File: src/rtl/vga_timing_pkg.sv
// Shared VGA timing constants and fetch-scheduler state encoding.
// Used by the sync generator and by line_fetch_sched.
package vga_timing_pkg;

    localparam logic [9:0] H_VIEW_640X480 = 10'd640;
    localparam logic [9:0] V_VIEW_640X480 = 10'd480;
    localparam logic [9:0] V_MAX_640X480  = 10'd524;

    localparam logic [9:0] H_VIEW_360X900 = 10'd360;
    localparam logic [9:0] V_VIEW_360X900 = 10'd900;
    localparam logic [9:0] V_MAX_360X900  = 10'd931;

    typedef enum logic [2:0] {
        ST_IDLE,
        ST_WAIT_BLANK,
        ST_ISSUE,
        ST_BUSY,
        ST_READY
    } fetch_state_t;

    function automatic logic [9:0] h_view(input logic m);
        return m ? H_VIEW_360X900 : H_VIEW_640X480;
    endfunction

    function automatic logic [9:0] v_view(input logic m);
        return m ? V_VIEW_360X900 : V_VIEW_640X480;
    endfunction

    function automatic logic [9:0] v_max(input logic m);
        return m ? V_MAX_360X900 : V_MAX_640X480;
    endfunction

endpackage

File: src/rtl/line_fetch_sched.sv
// Schedules one SPI-ROM line fetch per displayed line during horizontal
// blank and ping-pongs the two line buffers at the end of each line.
module line_fetch_sched
    import vga_timing_pkg::*;
#(
    parameter logic [23:0] BASE_ADDR   = 24'h000000,
    parameter logic [23:0] LINE_STRIDE = 24'd64,
    parameter logic [7:0]  LINE_BYTES  = 8'd40
) (
    input  logic        clk,
    input  logic        rst_n,
    input  logic        enable,
    input  logic        mode,
    input  logic [9:0]  hpos,
    input  logic [9:0]  vpos,
    input  logic        hmax,
    input  logic        vmax,
    output logic        cmd_valid,
    input  logic        cmd_ready,
    output logic [23:0] cmd_addr,
    output logic [7:0]  cmd_len,
    input  logic        rd_done,
    output logic        rd_abort,
    output logic        buf_sel,
    output logic        mode_q,
    output logic        underrun,
    input  logic        underrun_clr
);

    fetch_state_t state, state_n;

    logic [9:0] next_line;
    logic       on_last_line;
    logic       line_visible;
    logic       frame_end;
    logic       handshake;
    logic       frame_synced;
    logic       line_fetched;
    logic       set_underrun;
    logic       abort_n;
    logic       swap_buf;
    logic       realign;

    assign frame_end    = hmax & vmax;
    assign handshake    = cmd_valid & cmd_ready;
    assign on_last_line = (vpos == v_max(mode_q));
    assign next_line    = on_last_line ? '0 : vpos + 10'd1;
    assign line_visible = (next_line < v_view(mode_q));

    // After reset the beam position is arbitrary; fetching starts only once
    // the line-0 fetch (on the last line of a frame) has been reached.
    logic armed;
    assign armed = frame_synced | on_last_line;

    always_comb begin
        state_n      = state;
        set_underrun = 1'b0;
        abort_n      = 1'b0;
        swap_buf     = 1'b0;
        case (state)
            ST_IDLE: begin
                if (enable && !hmax && armed && line_visible)
                    state_n = ST_WAIT_BLANK;
            end
            ST_WAIT_BLANK: begin
                if (hmax || !enable)
                    state_n = ST_IDLE;
                else if (hpos == h_view(mode_q))
                    state_n = ST_ISSUE;
            end
            ST_ISSUE: begin
                if (hmax) begin
                    set_underrun = 1'b1;
                    state_n      = ST_IDLE;
                end else if (cmd_ready) begin
                    state_n = ST_BUSY;
                end
            end
            ST_BUSY: begin
                if (hmax) begin
                    if (rd_done) begin
                        swap_buf = 1'b1;
                    end else begin
                        set_underrun = 1'b1;
                        abort_n      = 1'b1;
                    end
                    state_n = ST_IDLE;
                end else if (rd_done) begin
                    state_n = ST_READY;
                end
            end
            ST_READY: begin
                if (hmax) begin
                    swap_buf = 1'b1;
                    state_n  = ST_IDLE;
                end
            end
            default: state_n = ST_IDLE;
        endcase
    end

    assign realign = (state == ST_WAIT_BLANK) && (state_n == ST_ISSUE) && on_last_line;

    always_ff @(posedge clk) begin
        if (!rst_n) begin
            state     <= ST_IDLE;
            cmd_valid <= 1'b0;
            rd_abort  <= 1'b0;
            buf_sel   <= 1'b0;
            underrun  <= 1'b0;
            mode_q    <= mode;
            cmd_len   <= LINE_BYTES;
        end else begin
            state     <= state_n;
            cmd_valid <= (state_n == ST_ISSUE);
            rd_abort  <= abort_n;
            if (swap_buf)
                buf_sel <= ~buf_sel;
            if (set_underrun)
                underrun <= 1'b1;
            else if (underrun_clr)
                underrun <= 1'b0;
            if (frame_end)
                mode_q <= mode;
        end
    end

    // Line 0 is fetched on the frame's last line, before the frame boundary;
    // the boundary reload therefore keeps that fetch's stride if it went out.
    always_ff @(posedge clk) begin
        if (!rst_n) begin
            cmd_addr     <= BASE_ADDR;
            frame_synced <= 1'b0;
            line_fetched <= 1'b0;
        end else begin
            if (on_last_line)
                frame_synced <= 1'b1;
            line_fetched <= hmax ? 1'b0 : (line_fetched | handshake);
            if (frame_end)
                cmd_addr <= (line_fetched | handshake) ? BASE_ADDR + LINE_STRIDE : BASE_ADDR;
            else if (realign)
                cmd_addr <= BASE_ADDR;
            else if (handshake)
                cmd_addr <= cmd_addr + LINE_STRIDE;
        end
    end

endmodule
File: config.mk
export PLATFORM = sky130hd
export DESIGN_NAME = line_fetch_sched
export DESIGN_NICKNAME = d
export VERILOG_FILES = /design/src/rtl/vga_timing_pkg.sv /design/src/rtl/line_fetch_sched.sv
export SDC_FILE = /design/constraint.sdc
export NUM_CORES = 1
export LEC_CHECK = 0
export BUFFER_PORTS_ARGS = -buffer_cell sky130_fd_sc_hd__buf_2
export CAP_MARGIN = 5
export CORE_MARGIN = 5
export CORE_UTILIZATION = 43
export DETAILED_ROUTE_END_ITERATION = 8
export MAX_ROUTING_LAYER = met4
export PLACE_DENSITY_LB_ADDON = 0.08
export SETUP_SLACK_MARGIN = 0.1
export SYNTH_ARGS = -nofsm -noshare
export SYNTH_HDL_FRONTEND = slang
export SYNTH_SLANG_ARGS = --single-unit
export TNS_END_PERCENT = 1
File: constraint.sdc
create_clock -name clk -period 2.5 [get_ports clk]
set_input_delay 0.125 -clock clk [delete_from_list [all_inputs] [get_ports clk]]
set_output_delay 0.125 -clock clk [all_outputs]
set_load 0.1 [all_outputs]
==> results.py <==
metrics = {
    "outcome": {
        "status": "complete, no violations",
    },
    "drt": {
        "post_drt_wl_per_cell_um": 12.3,
        "drt-pass1-iter-count": 6,
        "wl_um": 3690,
        "ant_nets": 0,
        "drtIter0Drc": 37,
        "drc": 0,
        "vias": 1467,
        "via_per_inst": 4.89,
    },
    "yosys": {
        "synthDistinctLibCells": 45,
        "synth_area_um2": 1700,
        "avgSynthCellArea_um2": 8.57,
        "synth_warnings": 0,
        "async_reset_ff_share_pct": 0,
        "synth-edff-count": 1,
        "synth_ff_type": "dfxtp_1",
        "synth_seq_cells": 28,
        "syn_inst": 198,
        "ys_seq_area_share_pct": 33.6,
    },
    "final_layout": {
        "instances_no_fill": 300,
        "antenna_cells": 0,
        "layout-drive-gt1-share_pct": 29.4,
        "finish.utilization_pct": 53.7,
        "num-nets-final": 286,
        "area_delta_synth_final_pct": 18.5,
    },
    "job": {
        "maxCapViolCount": 0,
    },
    "power": {
        "power_density_nw_per_um2": 442,
        "ir_drop_mv": 0.199,
        "finalPower_uw": 889,
        "p_leak_uw": 0.000819,
    },
    "clock_tree": {
        "clockBufferDepth": 2,
        "cts_tree": "yes",
        "cts-root-buf": "clkbuf_8",
        "clock_latency_ns": 0.27,
        "clkSinkCount": 28,
        "htreeDepth": 1,
        "numCtsBuffers": 3,
        "path_clk_slew_ns": 0.10,
    },
    "worst_setup_path": {
        "reg2reg_from": "mode_q$_DFFE_PP_",
        "reg2reg_depth": 9,
        "required_ns": 2.72,
        "critPathMaxFanout": 3,
        "worstSetupPathType": "reg -> reg",
        "r2r_setup_slack_ns": 0.25,
        "reg2reg_to": "state[0]$_SDFF_PN0_",
        "worstSetupEndpointType": "flip-flop",
        "worstPathArrival_ns": 2.47,
        "cp-start-kind": "flip-flop",
    },
    "global_route": {
        "grt_pass1_wl_um": 6000,
        "grt_remaining_overflow": 0,
        "grt_use_met1_pct": 18.2,
        "grt_max_degree": 18,
        "antenna_found_initial": 0,
        "grt_busiest_layer": "met2",
        "track_usage_pct": 14.3,
        "grt_use_met3_pct": 2.07,
        "globalRouteMet2Util_pct": 23.3,
        "grt_pass1_vias": 1391,
    },
    "sta": {
        "setup_viol": 0,
        "rsz0062_at_grt": "no",
        "worst_clock_skew_ns": 0.00780,
        "maxSlewHeadroom_pct": 62.4,
        "tightest_slew_ns": 0.562,
        "min_period_ns": 2.25,
        "hold_violations": 0,
        "slew_viol_final": 0,
        "fmax_mhz": 445,
        "period_share_pct": 89.9,
        "setup-tns-final_ns": 0,
        "hold_slack_ns": 0.0163,
    },
    "min_path": {
        "worstHoldStart": "rd_done",
        "hold_path_depth": 2,
        "hold_path_end": "rd_abort$_SDFF_PN0_",
        "min_path_type": "in -> reg",
    },
    "floorplan": {
        "io_pins": 66,
        "rows": 22,
        "initial_core_util_pct": 45.3,
        "die_area_um2": 5300,
        "die_x_um": 72.8,
        "die_h_um": 72.8,
        "coreArea_um2": 3740,
    },
    "placed_design": {
        "gp_congestion": 0.843,
        "hpwl_um": 2960,
        "place.port_buffers": 51,
        "place_inst": 295,
    },
}
-- per-stage QoR --
step | instance area, um2 | setup slack (ns)
5_1_grt | 2010 | 0.0916
3_5_place_dp | 1950 | 0.0536
4_1_cts | 1990 | 0.270
2_1_floorplan | 1750 | -0.321
3_3_place_gp | 1950 | 0.0602
6_report | 2010 | 0.252
-- synth_stat cells, drive strengths merged, types with 2 or more instances --
| cell | n | share of area, % |
|---|---|---|
| or4 | 2 | 1.1 |
| nor4 | 10 | 4.6 |
| nor3b | 2 | 0.88 |
| xnor2 | 14 | 7.2 |
| nand2b | 3 | 1.1 |
| conb | 2 | 0.44 |
| nor3 | 5 | 1.5 |
| nand4 | 7 | 2.6 |
| and2 | 5 | 1.8 |
| dfxtp | 27 | 32 |
| nor2b | 2 | 0.74 |
| o211ai | 3 | 1.3 |
| ha | 4 | 2.9 |
| and3 | 3 | 1.1 |
| nand3 | 8 | 2.4 |
| buf | 15 | 7.4 |
| inv | 8 | 1.8 |
| nor4b | 2 | 1.4 |
| o21a | 2 | 0.88 |
| and4 | 2 | 1.0 |
| nor2 | 33 | 8.8 |
| xor2 | 8 | 4.1 |
| o21ai | 2 | 0.81 |
| nand2 | 14 | 3.1 |
-- area by class of cell --
| type | count | area (um2) |
|---|---|---|
| clock buffer | 4 | 45.0 |
| tap | 48 | 60.1 |
| timing repair buffer | 54 | 278 |
| sequential | 28 | 571 |
| multi-input combinational | 158 | 1030 |
| fill | 399 | 1730 |
| inverter | 8 | 30.0 |
-- cells in the final DEF, fill, tap and decap left out, types with 2 or more instances in the layout --
| cell type | count |
|---|---|
| buf_2 | 51 |
| dfxtp_1 | 27 |
| nor2_1 | 23 |
| nand2_1 | 14 |
| xnor2_1 | 14 |
| conb_1 | 14 |
| nor2_2 | 10 |
| nand3_1 | 8 |
| inv_1 | 8 |
| xor2_1 | 8 |
| nor4_1 | 8 |
| nand4_1 | 7 |
| nor3_1 | 5 |
| and2_1 | 5 |
| ha_1 | 4 |
| and3_1 | 3 |
| o211ai_1 | 3 |
| nand2b_1 | 3 |
| clkbuf_8 | 3 |
| buf_4 | 3 |
| nor4_4 | 2 |
| nor3b_1 | 2 |
| o21a_1 | 2 |
| and4_1 | 2 |
| nor2b_1 | 2 |
-- worst max-delay path, stage by stage, from the launching register on --
cell,delay [ns]
edfxtp_1,0.44
nand4_1,0.19
nor4_4,0.23
o21a_1,0.20
nor2_1,0.06
ha_1,0.18
or3_1,0.34
a311o_1,0.28
o2111ai_1,0.13
o31a_1,0.14
-- layer usage --
layer	share of wire [%]	vias up
met2	47	43
met4	0.98	0
met1	46	652
met3	6.8	2
li1	-	770
met5	0	-
-- flip-flops by register name, indices dropped and copies added, names as in the netlist --
register / flops
underrun: 1
state: 3
cmd_valid: 1
frame_synced: 1
buf_sel: 1
rd_abort: 1
mode_q: 1
cmd_addr: 18
line_fetched: 1
-- how the worst max path moves through the flow --
stage,from,to,slack (ns),depth (start not counted)
finish,mode_q$_DFFE_PP_,state[0]$_SDFF_PN0_,0.25,9
global route,mode_q$_DFFE_PP_,state[0]$_SDFF_PN0_,0.09,9
CTS,mode_q$_DFFE_PP_,state[0]$_SDFF_PN0_,0.27,9
detailed placement,vpos[0],cmd_valid$_SDFF_PN0_,0.05,10
global placement,vpos[0],cmd_valid$_SDFF_PN0_,0.06,10
floorplan,mode_q$_DFFE_PP_,cmd_valid$_SDFF_PN0_,-0.32,9
-- report_power, final --
group / leakage, uW / switching, uW / total [uW] / internal (uW)
clock: 0.0000228 / 136 / 250 / 114
combinational: 0.000569 / 150 / 187 / 37.4
sequential: 0.000227 / 2.35 / 452 / 450
-- cells by family after synthesis --
| logic type | synth area share, % |
|---|---|
| simple gates | 33.7 |
| flops | 33.6 |
| buf+inv | 9.37 |
| xor+xnor | 11.4 |
| compound gates | 7.96 |
| fa+ha+maj | 2.95 |
| other cells | 0.443 |
| mux | 0.590 |
-- what timing repair did --
| item | CTS | global route |
|---|---|---|
| setup buffers | 0 | 1 |
| hold buffers | 0 | 0 |
| endpoints found under the setup margin | 0 | 2 |
| gates resized for setup | 0 | 1 |
Power figures use the tool's default switching activity.
